$ cat config.mk
export PLATFORM = sky130hd
export DESIGN_NAME = led_shifter
export DESIGN_NICKNAME = d
export VERILOG_FILES = /design/src/rtl/led_shifter.sv
export SDC_FILE = /design/constraint.sdc
export NUM_CORES = 1
export LEC_CHECK = 0
export ABC_AREA = 1
export CORE_ASPECT_RATIO = 0.6
export CORE_MARGIN = 5
export CORE_UTILIZATION = 30
export DETAILED_ROUTE_END_ITERATION = 10
export HOLD_SLACK_MARGIN = 0.03
export SYNTH_ARGS = -nofsm -noshare
export SYNTH_HDL_FRONTEND = slang
export SYNTH_SLANG_ARGS = --single-unit
$ cat constraint.sdc
create_clock -name clk_i -period 2.1 [get_ports clk_i]
set_input_delay 0.21 -clock clk_i [delete_from_list [all_inputs] [get_ports clk_i]]
set_output_delay 0.21 -clock clk_i [all_outputs]
set_load 0.03 [all_outputs]
$ cat src/rtl/led_shifter.sv
// rtl/led_shifter.sv - prescaled LED pattern engine: rotate, bounce, fill/drain
module led_shifter #(
    parameter int N_LEDS   = 10,
    parameter int TICK_DIV = 12_500_000
) (
    input  logic              clk_i,
    input  logic              reset_ni,
    input  logic              en_i,
    input  logic [1:0]        mode_i,
    output logic [N_LEDS-1:0] led_o,
    output logic              step_o
);

    localparam int CW = (TICK_DIV > 1) ? $clog2(TICK_DIV) : 1;
    localparam logic [CW-1:0]     CNT_LAST = CW'(TICK_DIV - 1);
    localparam logic [N_LEDS-1:0] LED_LSB  = N_LEDS'(1);
    localparam logic [N_LEDS-1:0] LED_MSB  = LED_LSB << (N_LEDS - 1);

    typedef enum logic [2:0] {
        ST_INIT,
        ST_ROTL,
        ST_ROTR,
        ST_BNC_L,
        ST_BNC_R,
        ST_FILL,
        ST_DRAIN
    } state_e;

    state_e            state_q, state_d;
    logic [CW-1:0]     cnt_q, cnt_d;
    logic [N_LEDS-1:0] led_q, led_d;
    logic [1:0]        mode_q, mode_d;
    logic              step_q, step_d;
    logic              tick;

    // Candidate next patterns, all kept N_LEDS wide so no stray bits appear
    logic [N_LEDS-1:0] rotl_nxt, rotr_nxt, shl_nxt, shr_nxt, fill_nxt, drain_nxt;
    assign rotl_nxt  = {led_q[N_LEDS-2:0], led_q[N_LEDS-1]};
    assign rotr_nxt  = {led_q[0], led_q[N_LEDS-1:1]};
    assign shl_nxt   = led_q << 1;
    assign shr_nxt   = led_q >> 1;
    assign fill_nxt  = {led_q[N_LEDS-2:0], 1'b1};
    assign drain_nxt = {led_q[N_LEDS-2:0], 1'b0};

    // Prescaler: counts only while enabled, holds its value while paused
    always_comb begin
        tick  = en_i && (cnt_q == CNT_LAST);
        cnt_d = cnt_q;
        if (en_i) begin
            cnt_d = tick ? '0 : cnt_q + CW'(1);
        end
    end

    // Step logic: on each tick either load a mode's start pattern or advance it
    always_comb begin
        state_d = state_q;
        led_d   = led_q;
        mode_d  = mode_q;
        step_d  = tick;
        if (tick) begin
            if (state_q == ST_INIT || mode_i != mode_q) begin
                mode_d = mode_i;
                case (mode_i)
                    2'd0: begin led_d = LED_LSB; state_d = ST_ROTL;  end
                    2'd1: begin led_d = LED_MSB; state_d = ST_ROTR;  end
                    2'd2: begin led_d = LED_LSB; state_d = ST_BNC_L; end
                    default: begin led_d = '0;   state_d = ST_FILL;  end
                endcase
            end else begin
                case (state_q)
                    ST_ROTL: led_d = rotl_nxt;
                    ST_ROTR: led_d = rotr_nxt;
                    ST_BNC_L: begin
                        led_d = shl_nxt;
                        if (shl_nxt[N_LEDS-1]) state_d = ST_BNC_R;
                    end
                    ST_BNC_R: begin
                        led_d = shr_nxt;
                        if (shr_nxt[0]) state_d = ST_BNC_L;
                    end
                    ST_FILL: begin
                        led_d = fill_nxt;
                        if (&fill_nxt) state_d = ST_DRAIN;
                    end
                    ST_DRAIN: begin
                        led_d = drain_nxt;
                        if (drain_nxt == '0) state_d = ST_FILL;
                    end
                    default: state_d = ST_INIT;
                endcase
            end
        end
    end

    // State registers with asynchronous active-low reset
    always_ff @(posedge clk_i or negedge reset_ni) begin
        if (!reset_ni) begin
            state_q <= ST_INIT;
            cnt_q   <= '0;
            led_q   <= '0;
            mode_q  <= 2'd0;
            step_q  <= 1'b0;
        end else begin
            state_q <= state_d;
            cnt_q   <= cnt_d;
            led_q   <= led_d;
            mode_q  <= mode_d;
            step_q  <= step_d;
        end
    end

    assign led_o  = led_q;
    assign step_o = step_q;

endmodule

# Word-level counts from Yosys, hierarchy flattened
# Cells that the tools add are included.
# Widths: inputs -> output; s select.
[word_totals]
reg_bits = 40
latch_bits = 0
mem_bits_rw = 0
romBits = 0
inputBits = 5
out_inout_bits = 11
wordCells = 45
n_memories = 0
[classes]
add_sub_neg = 1
multipliers = 0
n_div = 0
order_cmp = 0
eq_ne = 15
shift = 0
mux = 11
bitwise_logic = 0
reduce_logical = 13
[ops]
columns = ["cell", "n"]
rows = [
  ["$pmux 10 s5", 1],
  ["$add 24x1->24 const B", 1],
  ["$eq 24x24->1 const B", 1],
  ["$mux 24", 1],
  ["$pmux 10 s2", 1],
  ["$mux 3", 5],
  ["$pmux 3 s5", 1],
  ["$ne 3x3->1 const B", 4],
  ["$logic_not 10->1", 1],
  ["$mux 10", 1],
  ["$eq 3x3->1 const B", 3],
  ["$pmux 3 s3", 1],
  ["$reduce_and 9->1", 1],
  ["$eq 3x2->1 const B", 2],
  ["$reduce_and 6->1", 1],
  ["$reduce_bool 6->1", 1],
  ["$reduce_or 2->1", 3],
  ["$reduce_and 2->1", 2],
  ["$eq 3x1->1 const B", 1],
  ["$logic_not 3->1", 1],
  ["$eq 2x1->1 const B", 1],
  ["$eq 2x2->1 const B", 1],
  ["$logic_not 2->1", 1],
  ["$ne 2x1->1 const B", 1],
  ["3 further kinds", 3],
]

# Longest topological paths before layout
# Gate-level depths: netlist of run 1.
[logic_depth]
ltp_word = 4
depth_mapped = 10
depth_no_buf = 10

# Worst setup path before layout of run 1
# Ideal clock, no wire load.
[synth_timing]
kind = "register to register"
startpoint = "register cnt_q[0]"
endpoint = "register led_q[9] (netlist: led_o[9])"
setup_time_ns = 0.117
arrival_time_ns = 1.442
t_required_ns = 1.983
path_slack_ns = 0.541
path_stages_with_launch = 11
period_less_slack_ns = 1.559
cell_sequence = "dfrtp_1 > ha_1 > nand2_2 > nor2_4 > nand3_2 > nor2_2 > nand3_2 > or2_1 > buf_6 > nand2_1 > nand2_1"
[synth_via]
elab_chain_cells = 3
[synth_lines]
columns = ["element", "line", "text"]
rows = [
  ["start: declaration", "30", "logic [CW-1:0] cnt_q, cnt_d;"],
  ["start signal: assignment", "105", "cnt_q <= cnt_d;"],
  ["$eq 24x24->1", "47", "tick = en_i && (cnt_q == CNT_LAST);"],
  ["$logic_and 1x1->1", "47", ""],
  ["$reduce_and 2->1 (no line)", "--", ""],
  ["end signal: assignment", "106", "led_q <= led_d;"],
  ["end: declaration", "31", "logic [N_LEDS-1:0] led_q, led_d;"],
]
# Every way passes these cells.
# A chain may end at the register's enable or synchronous reset.

# Final worst setup path of run 1
[layout_timing]
startpoint = "register cnt_q[0]"
endpoint = "register led_q[2] (netlist: led_o[2])"
# Same word-level chain as after synthesis.

==> results of run 1 <==
## cell usage after synthesis (all sizes together)
library cell	count	area, um2
inv	49	184
ha	6	75.1
xor2	5	43.8
o21a	1	7.51
dfrtp	40	1000
o21ai	22	110
nand2	125	474
a21oi	9	48.8
nand3	46	240
clkbuf	1	3.75
nand3b	1	7.51
nor3	8	50.1
nand4	10	62.6
nor2	70	285
buf	5	31.3
xnor2	2	17.5
or2	2	12.5
## kinds of logic after synthesis
group | Yosys count | synth area share
xor+xnor | 7 | 0.0231
compound gates | 32 | 0.0627
fa+ha+maj | 6 | 0.0283
buf+inv | 55 | 0.0825
simple gates | 262 | 0.426
flops | 40 | 0.377
## layout make-up
| class | count | area (um2) |
|---|---|---|
| multi-input combinational | 307 | 1440 |
| clock inverter | 2 | 35.0 |
| tap | 112 | 140 |
| clock buffer | 6 | 129 |
| sequential | 40 | 1000 |
| inverter | 49 | 184 |
| timing repair buffer | 25 | 223 |
| fill | 911 | 5410 |
## placed cells by master (no fill, tap or decap)
| master | count |
|---|---|
| sky130_fd_sc_hd__nand2_1 | 123 |
| sky130_fd_sc_hd__nor2_1 | 65 |
| sky130_fd_sc_hd__inv_1 | 44 |
| sky130_fd_sc_hd__nand3_1 | 44 |
| sky130_fd_sc_hd__dfrtp_1 | 40 |
| sky130_fd_sc_hd__o21ai_0 | 21 |
| sky130_fd_sc_hd__clkdlybuf4s50_1 | 14 |
| sky130_fd_sc_hd__nand4_1 | 10 |
| sky130_fd_sc_hd__buf_4 | 9 |
| sky130_fd_sc_hd__a21oi_1 | 8 |
| sky130_fd_sc_hd__nor3_1 | 6 |
| sky130_fd_sc_hd__ha_1 | 6 |
| sky130_fd_sc_hd__inv_2 | 5 |
| sky130_fd_sc_hd__xor2_1 | 5 |
| sky130_fd_sc_hd__clkbuf_16 | 5 |
| sky130_fd_sc_hd__nor2_2 | 3 |
| sky130_fd_sc_hd__nand2_2 | 2 |
| sky130_fd_sc_hd__nor3_2 | 2 |
| sky130_fd_sc_hd__nor2_4 | 2 |
| sky130_fd_sc_hd__xnor2_1 | 2 |
| sky130_fd_sc_hd__nand3_2 | 2 |
| sky130_fd_sc_hd__nand3b_1 | 1 |
| sky130_fd_sc_hd__a21oi_2 | 1 |
| sky130_fd_sc_hd__or2_2 | 1 |
| sky130_fd_sc_hd__or2_1 | 1 |
| sky130_fd_sc_hd__o21ai_1 | 1 |
| sky130_fd_sc_hd__o21a_1 | 1 |
| sky130_fd_sc_hd__clkbuf_1 | 1 |
| sky130_fd_sc_hd__clkinv_2 | 1 |
| sky130_fd_sc_hd__bufinv_16 | 1 |
| sky130_fd_sc_hd__dlygate4sd3_1 | 1 |
| sky130_fd_sc_hd__buf_2 | 1 |
## where the power goes
group | internal [mW] | switching, mW
Sequential | 0.841 | 0.109
Combinational | 0.104 | 0.204
Clock | 0.559 | 0.320
Total | 1.50 | 0.633
## layer usage
layer / vias to the layer above / wire length [um] / global-route usage
met1: 1243 / 3830 / 0.212
met4: 0 / 112 / 0.0476
met3: 8 / 458 / 0.0254
met2: 85 / 2690 / 0.184
li1: 1324 / - / -
met5: - / 0 / 0
## worst max-delay path, stage by stage (launching register included)
cell and delay [ns]:
sky130_fd_sc_hd__dfrtp_1 0.40, sky130_fd_sc_hd__ha_1 0.22, sky130_fd_sc_hd__nand2_2 0.10, sky130_fd_sc_hd__nor2_4 0.15, sky130_fd_sc_hd__nand3_2 0.08, sky130_fd_sc_hd__nor2_2 0.10
sky130_fd_sc_hd__nand3_2 0.11, sky130_fd_sc_hd__or2_1 0.37, sky130_fd_sc_hd__nand2_1 0.11, sky130_fd_sc_hd__nand2_1 0.05
## metrics by stage
stage | instances | instance area [um2]
2_1_floorplan | 402 | 2660
3_3_place_gp | 532 | 2970
3_5_place_dp | 532 | 2970
4_1_cts | 541 | 3150
5_1_grt | 541 | 3150
6_report | 541 | 3150
## flip-flops by register name, indices dropped and copies added, names as in the netlist
register and flops:
state_q 3, step_o 1, led_o 10, cnt_q 24
mode_q 2
## worst max path at each step
stage | start | endpoint | slack, ns
after detailed placement | mode_i[1] | led_o[2] | 0.17
after global placement | en_i | led_o[0] | 0.21
final | cnt_q[0] | led_o[2] | 0.28
after global routing | cnt_q[1] | state_q[0] | 0.08
after CTS | cnt_q[0] | led_o[2] | 0.28
after floorplan | cnt_q[0] | led_o[9] | 0.54
==> metrics.log, run 1 <==
[metrics] max_slew headroom: 0.589
[metrics] H-Tree Depth: 2
[metrics] Die H: 82.9 um
[metrics] final net count: 439
[metrics] worst reg2reg path depth: 9
[metrics] Distinct cells, synth: 27
[metrics] ratio of routed vias to standard cells: 4.92
[metrics] type of destination of the critical path: flop
[metrics] number of antenna diodes: 0
[metrics] total track usage: 0.136
[metrics] Core Region: 8560 um2
[metrics] # hold bufs at CTS: 1
[metrics] Avg Synthesized Cell Area: 6.60 um2
[metrics] wire length of the first global-routing pass: 12,300 um
[metrics] share of the cycle needed by the critical path after routing: 0.866
[metrics] area of the mapped netlist: 2660 um2
[metrics] post-route antenna net violation count: 0
[metrics] Fmax: 0.550 GHz
[metrics] post-synthesis cell count: 402
[metrics] final critical-path required period: 1.82 ns
[metrics] horizontal die dimension: 131 um
[metrics] maximum root-to-sink buffer count: 2
[metrics] warnings from Yosys: 0
[metrics] Reg2Reg Capture Point: led_o[2]
[metrics] layout overhead on the synthesized area: 18.5%
[metrics] slack of the worst reg-to-reg path: 0.28 ns
[metrics] Overflow after GRT: 0
[metrics] Final Skew: 0.00449 ns
[metrics] unrepaired setup endpoints after global routing: no
[metrics] Final Max Tran Viols: 0
[metrics] cells resized by post-CTS repair: 0
[metrics] via count: 2,660
[metrics] antenna violations before repair: 0
[metrics] pin count of the biggest net entering global routing: 28
[metrics] detailed placement HPWL: 5520 um
[metrics] number of global-route vias before repair: 2,474
[metrics] fraction of layout instances using a drive strength above 1: 0.0816
[metrics] overall die area: 10,900 um2
[metrics] peak supply drop: 335 uV
[metrics] number of rows created at floorplan: 26
[metrics] number of buffers inserted by post-CTS setup repair: 0
[metrics] Data arrival, critical path: 2.00 ns
[metrics] Critical Path Source Type: flop
[metrics] Cell Pwr Density: 679 nW/um2
[metrics] pre-CTS setup slack: 0.168 ns
[metrics] Clock transition at path regs: 0.06 ns
[metrics] clock network latency to the later pin of the worst-skew pair: 0.29 ns
[metrics] clock root buffer: sky130_fd_sc_hd__clkbuf_16
[metrics] Num CTS Buffers: 5
[metrics] routability-driven placement congestion ratio: 0.884
[metrics] worst slew pin tran: 0.616 ns
[metrics] TritonCTS Sinks: 40
[metrics] hold slack: 0.468 ns
[metrics] summed negative setup slack over all endpoints: 0 ns
[metrics] Starting DRT DRC Count: 231
[metrics] max-cap viol count: 0
[metrics] class of the tightest hold or removal check: in -> async
[metrics] PnR worst setup slack: 0.281 ns
[metrics] Routed Wire Length: 7080 um
[metrics] number of setup violations in the final report: 0
[metrics] clock tree from TritonCTS: yes
[metrics] number of top-level design ports: 16
[metrics] leakage power of the design: 1.50 nW
[metrics] type of the setup path with the least slack: reg -> reg
[metrics] top fanout value on the critical path: 10
[metrics] post-synthesis register bit count: 40
[metrics] total power after layout: 2.14 mW
[metrics] final hold vios: 0
[metrics] detail-routed net length per standard cell: 13.1 um
[metrics] Pre-antenna DRT Iters: 7
[metrics] sequential-to-total area share from yosys stat: 0.377
[metrics] post-route DRC violation count: 0
[metrics] origin of the critical flop-to-flop path: cnt_q[0]
[metrics] synthesized net count: 413
[metrics] number of port buffers: 15
[metrics] result of the run: completed
[metrics] initial core utilization: 0.310
[metrics] final cell utilization of the core: 0.368
[metrics] required time of the worst setup path: 2.28 ns
No activity file was read; power rests on OpenSTA's default activity.
==> run 2, diff against run 1 <==
==> constraint.sdc (replaced) <==
create_clock -name clk_i -period 1.8 [get_ports clk_i]
set_input_delay 0.18 -clock clk_i [delete_from_list [all_inputs] [get_ports clk_i]]
set_output_delay 0.18 -clock clk_i [all_outputs]
set_load 0.03 [all_outputs]
==> run 2 against run 1 <==
Effect of this change: die area did not move; cell count rose by 3.3%; clock power rose by 16%; critical path depth rose by 1; power rose by 20%; worst hold slack improved by 0.040 ns; via count rose by 2.9%; clock-buffer cell count fell by 1; fmax rose by 7.6%; core utilization rose by 2.1 points; routed wire length rose by 2.8%; critical endpoint is now led_o[1]; largest power group unchanged.
==> metrics.log, run 2 (synthesis results as in run 1) <==
[metrics] result of the run: completed (unchanged)
[metrics] worst path bufs/invs: 1 (was 0)
[metrics] max-cap viol count: 0 (unchanged)
[metrics] routability-driven placement congestion ratio: 0.909 (was 0.884)
[metrics] Data arrival, critical path: 1.87 ns (was 2.00 ns)
[metrics] class of the tightest hold or removal check: in -> async (unchanged)
[metrics] number of global-route vias before repair: 2,565 (was 2,474)
[metrics] clock network latency to the later pin of the worst-skew pair: 0.28 ns (was 0.29 ns)
[metrics] Final Skew: 0.00551 ns (was 0.00449 ns)
[metrics] final critical-path required period: 1.69 ns (was 1.82 ns)
[metrics] origin of the critical flop-to-flop path: cnt_q[0] (unchanged)
[metrics] number of rows created at floorplan: 26 (unchanged)
[metrics] Biggest register: cnt_q (unchanged)
[metrics] hold slack: 0.508 ns (was 0.468 ns)
[metrics] horizontal die dimension: 131 um (unchanged)
[metrics] leakage power of the design: 1.59 nW (was 1.50 nW)
[metrics] total power after layout: 2.57 mW (was 2.14 mW)
[metrics] detailed placement HPWL: 5640 um (was 5520 um)
[metrics] placed standard-cell area: 3110 um2 (was 2970 um2)
[metrics] placed cell count: 549 (was 532)
[metrics] unrepaired setup endpoints after global routing: yes (was no)
[metrics] maximum root-to-sink buffer count: 2 (unchanged)
[metrics] cell family contributing the most delay on the critical path: simple AND/OR/NAND/NOR gates (unchanged)
[metrics] detail-routed net length per standard cell: 13.0 um (was 13.1 um)
[metrics] Die H: 82.9 um (unchanged)
[metrics] list of cells traversed by the critical path: ha_4 -> nand2_2 -> nor2_4 -> nand3_2 -> nor2_2 -> nand3_2 -> or2_4 -> buf_12 -> nand2_1 -> nand2_1 (was ha_1 -> nand2_2 -> nor2_4 -> nand3_2 -> nor2_2 -> nand3_2 -> or2_1 -> nand2_1 -> nand2_1)
[metrics] highest-count cells in the layout ignoring fill and taps: sky130_fd_sc_hd__nand2_1, sky130_fd_sc_hd__nor2_1, sky130_fd_sc_hd__inv_1 (was sky130_fd_sc_hd__nand2_1, sky130_fd_sc_hd__nor2_1, sky130_fd_sc_hd__inv_1, sky130_fd_sc_hd__nand3_1, sky130_fd_sc_hd__dfrtp_1)
[metrics] summed negative setup slack over all endpoints: 0 ns (unchanged)
[metrics] Fmax: 0.592 GHz (was 0.550 GHz)
[metrics] TritonCTS Sinks: 40 (unchanged)
[metrics] Reg2Reg Capture Point: led_o[1] (was led_o[2])
[metrics] max reg flops: 24 (unchanged)
[metrics] peak supply drop: 397 uV (was 335 uV)
[metrics] antenna violations before repair: 0 (unchanged)
[metrics] type of destination of the critical path: flop (unchanged)
[metrics] share of the cycle needed by the critical path after routing: 0.939 (was 0.866)
[metrics] slack of the worst reg-to-reg path: 0.11 ns (was 0.28 ns)
[metrics] ratio of routed vias to standard cells: 4.89 (was 4.92)
[metrics] required time of the worst setup path: 1.98 ns (was 2.28 ns)
[metrics] pin count of the biggest net entering global routing: 41 (was 28)
[metrics] clock root buffer: sky130_fd_sc_hd__clkbuf_16 (unchanged)
[metrics] Routed Wire Length: 7280 um (was 7080 um)
[metrics] layout overhead on the synthesized area: 25.3% (was 18.5%)
[metrics] sum of met3 wire segment lengths after detailed routing: 577 um (was 458 um)
[metrics] Crit-path slowest cell: sky130_fd_sc_hd__dfrtp_1 (unchanged)
[metrics] met2 wire len: 2750 um (was 2690 um)
[metrics] number of standard cells in the layout, taps in and fillers out: 559 (was 541)
[metrics] Num CTS Buffers: 5 (unchanged)
[metrics] initial core utilization: 0.310 (unchanged)
[metrics] worst slew pin tran: 0.527 ns (was 0.616 ns)
[metrics] post-route DRC violation count: 0 (unchanged)
[metrics] Final Max Tran Viols: 0 (unchanged)
[metrics] post-route cell area: 3330 um2 (was 3150 um2)
[metrics] Clock transition at path regs: 0.06 ns (about the same)
[metrics] Starting DRT DRC Count: 299 (was 231)
[metrics] wire length of the first global-routing pass: 12,900 um (was 12,300 um)
[metrics] fraction of layout instances using a drive strength above 1: 0.134 (was 0.0816)
[metrics] final net count: 457 (was 439)
[metrics] commonest non-fill, non-tap cell in the layout: sky130_fd_sc_hd__nand2_1 (unchanged)
[metrics] top fanout value on the critical path: 10 (unchanged)
[metrics] longest individual stage delay on the worst path: 0.41 ns (was 0.40 ns)
[metrics] Overflow after GRT: 0 (unchanged)
[metrics] Cell Pwr Density: 773 nW/um2 (was 679 nW/um2)
[metrics] via count: 2,736 (was 2,660)
[metrics] post-route antenna net violation count: 0 (unchanged)
[metrics] worst reg2reg path depth: 10 (was 9)
[metrics] type of the setup path with the least slack: reg -> reg (unchanged)
[metrics] Worst path depth: 10 (was 9)
[metrics] number of port buffers: 15 (unchanged)
[metrics] max_slew headroom: 0.649 (was 0.589)
[metrics] H-Tree Depth: 2 (unchanged)
[metrics] number of top-level design ports: 16 (unchanged)
[metrics] Critical Path Source Type: flop (unchanged)
[metrics] final hold vios: 0 (unchanged)
[metrics] Pre-antenna DRT Iters: 5 (was 7)
[metrics] Core Region: 8560 um2 (unchanged)
[metrics] number of setup violations in the final report: 0 (unchanged)
[metrics] number of antenna diodes: 0 (unchanged)
[metrics] overall die area: 10,900 um2 (unchanged)
[metrics] max layer used: met4 (unchanged)
[metrics] total track usage: 0.142 (was 0.136)
[metrics] wire length on met1: 3910 um (was 3830 um)
[metrics] clock tree from TritonCTS: yes (unchanged)
-- run 2: worst max path at each step --
stage,from,endpoint,slack (ns)
6_report,cnt_q[0],led_o[1],0.11
5_1_grt,cnt_q[0],led_o[0],-0.04
4_1_cts,cnt_q[0],mode_q[0],0.07
3_5_place_dp,en_i,cnt_q[17],-0.10
3_3_place_gp,en_i,cnt_q[17],-0.07
2_1_floorplan,cnt_q[0],led_o[9],0.24
-- run 2: what timing repair did --
| item | CTS | global route |
|---|---|---|
| buffers inserted | 0 | 1 |
| endpoints found under the setup margin | 0 | 18 |
| endpoints found under the hold margin | 40 | 0 |
| resized for setup | 0 | 7 |
| hold buffers | 1 | 0 |
-- run 2: through the flow --
stage	setup slack, ns	util
floorplan	0.241	-
global placement	-0.0689	0.364
detailed placement	-0.101	0.364
CTS	0.0683	0.385
global route	-0.0352	0.389
finish	0.110	0.389
-- run 2: routing by layer --
| metal | GRT usage | up-vias |
|---|---|---|
| met3 | 0.0308 | 6 |
| met5 | 0 | - |
| met1 | 0.230 | 1257 |
| met2 | 0.190 | 112 |
| li1 | - | 1361 |
| met4 | 0.0280 | 0 |
-- run 2: tightest hold or removal path, cell delays in order --
cell and delay, ns:
sky130_fd_sc_hd__dlygate4sd3_1 0.53, sky130_fd_sc_hd__buf_2 0.10, sky130_fd_sc_hd__buf_4 0.44
-- run 2: final cells by class --
| cell class | count | area [um2] |
|---|---|---|
| clock inverters | 3 | 42.5 |
| flip-flops and latches | 40 | 1000 |
| inverters | 49 | 184 |
| fillers | 914 | 5230 |
| well taps | 112 | 140 |
| multi-input cells | 307 | 1460 |
| clock buffers | 5 | 125 |
| repair buffers | 43 | 370 |
-- run 2: power by group --
| group | leakage (nW) | switching, mW | internal, mW |
|---|---|---|---|
| combinational | 0.993 | 0.264 | 0.170 |
| clock | 0.0798 | 0.373 | 0.652 |
| sequential | 0.513 | 0.130 | 0.984 |
==> edit 1 (settings of run 1) <==
`N_LEDS`: 10 -> 20.
--- a/src/rtl/led_shifter.sv
+++ b/src/rtl/led_shifter.sv
@@ -1,5 +1,5 @@
 // rtl/led_shifter.sv - prescaled LED pattern engine: rotate, bounce, fill/drain
 module led_shifter #(
-    parameter int N_LEDS   = 10,
+    parameter int N_LEDS   = 20,
     parameter int TICK_DIV = 12_500_000
 ) (
Interface: changed (resized led_o); port bits go from 16 to 26. The function was not compared with the original's and may differ.
==> edit 1 against run 1 <==
Design area grew 13%; sequential cell count up 10; worst setup slack improved by 0.040 ns; die area up 10%; maximum frequency up 2.3%; wire length up 4.6%; utilization decreased by 0.32 points; total power down 0.19%; area after synthesis increased by 12%; critical endpoint is now led_o[15]; highest routed layer unchanged.
==> edit 1: results <==
metrics = {
    "placed_design": {
        "gp_congestion": 0.9081,
        "hpwl_um": 5662,
        "port_buffers": 25,
    },
    "synthesis": {
        "synth_cell_types": 34,
        "synth_xor_area_share_pct": 2.068,
        "syn-num-nets": 405,
        "synth_compound_area_share_pct": 15.75,
        "synth_area_leaders": "dfrtp_1 42%, nand2_1 10%, nor2_1 8.1%",
        "synthAdderAreaFrac_pct": 2.533,
        "ys_seq_area_share_pct": 42.21,
        "synth_commonest_cells": "81 x nand2_1, 64 x nor2_1, 55 x inv_1",
    },
    "setup_path": {
        "rrSetupSlack_ns": 0.32,
        "worst_path_max_delay_cell": "dfrtp_1",
        "critPathTopFamily": "simple AND/OR/NAND/NOR gates",
        "slowest_delay_ns": 0.38,
        "arrival_ns": 1.93,
        "critical_path_peak_fanout": 12,
    },
    "finish": {
        "largest_reg_flops": 24,
        "drive_above_1_share_pct": 8.605,
        "nets": 441,
        "nFillCells": 1047,
    },
    "power_and_ir_drop": {
        "p_leak_uw": 0.001723,
        "ir_drop_mv": 0.3223,
    },
    "global_route": {
        "antenna_found_initial": 0,
        "grt_use_total_pct": 12.81,
        "grt_pass1_vias": 2478,
        "grt_pass1_wl_um": 12750,
        "grt_max_degree": 20,
    },
    "route": {
        "dr.pass1.iters": 4,
        "first_iter_violations": 201,
        "drt-total-wl_um": 7406,
        "routed-via-count": 2717,
    },
    "status": {
        "status": "completed",
    },
    "cts": {
        "clockRootBuffer": "clkbuf_16",
        "cts_buffers": 5,
    },
    "sta": {
        "clock_skew_ns": 0.007609,
        "tightestPinTransition_ns": 0.4629,
    },
    "min_path": {
        "hold_path.class": "input pin to asynchronous set/reset pin",
    },
}
## edit 1: stage by stage
step	instances	util, %	setup slack, ns	cell area, um2	hold slack, ns
3_5_place_dp	557	34.99	0.09981	3408	0.1527
3_3_place_gp	557	34.99	0.1356	3408	0.1478
2_1_floorplan	394	-	0.6177	2964	-0.08559
4_1_cts	565	36.46	0.3319	3551	0.3862
6_report	565	36.46	0.3209	3551	0.3748
5_1_grt	565	36.46	0.1157	3551	0.4229
## edit 1: path summary, 6_finish.rpt
check / end / depth (start not counted)
max reg2reg: led_o[15] / 9
max in group asynchronous: state_q[2] / 3
max: led_o[15] / 9
min: cnt_q[7] / 2
min reg2reg: mode_q[1] / 2
min in group clk_i: mode_q[1] / 2
## edit 1: timing repair
item / 4_1_cts / 5_1_grt
hold buffers: 1 / 0
endpoints found under the setup margin: 0 / 0
hold endpoints to repair: 15 / 0
gates resized for setup: 0 / 0
buffers inserted: 0 / 0
## edit 1: routing by layer
metal  part of all wire (%)  global-route usage, %  wire length, um
met5                      0                      0                0
met4                   0.54                  2.422               40
met3                    6.6                  2.688              486
met2                     38                  17.08             2786
met1                     55                  20.76             4092
## edit 1: worst reg2reg max path: stages (launching register included)
cell	delay [ns]
dfrtp_1	0.38
ha_1	0.19
nand2_1	0.08
inv_1	0.11
nand2_1	0.06
nor2_1	0.13
nand2_2	0.12
nor2_4	0.21
buf_4	0.27
o22ai_2	0.11
## edit 1: power breakdown
part           internal (uW)  total, uW  switching [uW]
clock network            437        778             341
registers               1030       1120            86.1
logic                   89.4        238             148
## edit 1: layout make-up
class | instances | share of cell area (%)
Clock buffer | 7 | 3.735
Inverter | 56 | 5.920
Multi-Input combinational cell | 281 | 41.05
Sequential cell | 50 | 35.24
Tap cell | 135 | 4.757
Timing Repair Buffer | 36 | 9.302
## edit 1: logic make-up (layout without fill, tap and decap cells)
| kind of cell | Yosys count | after routing |
|---|---|---|
| flops | 50 | 50 |
| buf+inv | 63 | 99 |
| fa+ha+maj | 6 | 6 |
| compound gates | 71 | 71 |
| xor+xnor | 7 | 7 |
| simple gates | 197 | 197 |
==> edit 2 (flow settings as in run 1) <==
Made on the original files. Make the reset (`reset_ni`) synchronous in one clocked block. Comments in the files are not updated.
--- a/src/rtl/led_shifter.sv
+++ b/src/rtl/led_shifter.sv
@@ -94,5 +94,5 @@
 
     // State registers with asynchronous active-low reset
-    always_ff @(posedge clk_i or negedge reset_ni) begin
+    always_ff @(posedge clk_i) begin
         if (!reset_ni) begin
             state_q <= ST_INIT;
Formal check against the unedited RTL: same outputs for any inputs over 10 cycles, from zero or initial values and one cycle with reset_ni low; that may be too few to reach the edited logic, so the function may still have changed.
==> edit 2 against run 1 <==
Wire length shrank 18%; design area shrank 10%; sequential cell count is the same; worst setup slack gained 0.051 ns; area after synthesis shrank 9.2%; sequential share of layout area shrank 3.5 points; utilization shrank 0.81 points; maximum frequency grew 2.9%.
Power is not compared: it rests on default switching activity, and its combinational part moved more than twofold at a synthesized area within 25%.
==> edit 2: results <==
metrics = {
    "sta": {
        "clock_skew_ns": 0.003660,
        "max_slew_margin_pct": 51.68,
    },
    "synthesis": {
        "async_flop_share_pct": 0,
        "synth_xor_area_share_pct": 1.817,
        "syn_avg_cell_area_um2": 6.325,
        "synth_cell_types": 31,
        "synthAdderAreaFrac_pct": 3.115,
        "syn_area_um2": 2410,
        "synth_compound_area_share_pct": 9.969,
    },
    "route": {
        "first_iter_violations": 234,
        "dr.pass1.iters": 5,
        "vias_per_cell": 4.527,
        "drt-total-wl_um": 5817,
        "route.met2.wl_um": 2014,
        "wl_met1_um": 3370,
        "wl_met3_um": 343,
    },
    "global_route": {
        "gr-usage-met2_pct": 15.46,
        "grt_pass1_wl_um": 10040,
        "grtUsageMet3_pct": 3.008,
        "met1_usage_pct": 19.81,
        "grt_use_total_pct": 12.42,
        "grt_pass1_vias": 1977,
        "grt_max_degree": 21,
    },
    "setup_path": {
        "worst_path_max_delay_cell": "dfxtp_1",
        "slowest_delay_ns": 0.35,
        "critical_path_peak_fanout": 6,
    },
    "finish": {
        "multi_input_area_share_pct": 48.12,
        "synthToLayoutAreaGrowth_pct": 17.19,
        "nFillCells": 828,
        "drive_above_1_share_pct": 8.479,
        "multi_input_cells": 281,
        "seqAreaFraction_pct": 28.36,
        "seq_cells": 40,
        "clock_area_share_pct": 5.184,
        "clock_buffers": 8,
        "stdcell_count": 509,
        "nets": 411,
    },
    "placed_design": {
        "gp_congestion": 0.9069,
        "placed_cells": 501,
    },
    "status": {
        "status": "completed",
    },
    "min_path": {
        "hold_path.class": "flop to flop",
    },
}
-- edit 2: changes by cell type in the layout (fill, tap and decap cells not counted), moves of 3 or more --
cell / delta
buf_4: -4
nand3_1: -7
inv_1: +3
nand2_1: -24
o21ai_0: -8
nand4_1: -6
a211oi_1: +3
nor2_1: -8
dfxtp_1: +40
dfrtp_1: -40
nand2_4: +3
a21oi_1: +17
-- edit 2: path summary, 6_finish.rpt --
path	startpoint	end	slack [ns]	cells past startpoint
worst max register to register	cnt_q[1]	cnt_q[20]	0.33	9
worst min-delay path	cnt_q[12]	cnt_q[12]	0.48	2
worst max-delay path	cnt_q[1]	cnt_q[20]	0.33	9
worst min register to register	cnt_q[12]	cnt_q[12]	0.48	2
-- edit 2: cells by family after synthesis --
family                     after synthesis
DFF                                     40
and+or+nand+nor                        225
AOI/OAI and AO/OA                       45
adders and majority gates                6
buffers and inverters                   60
xor gates and xnor gates                 5
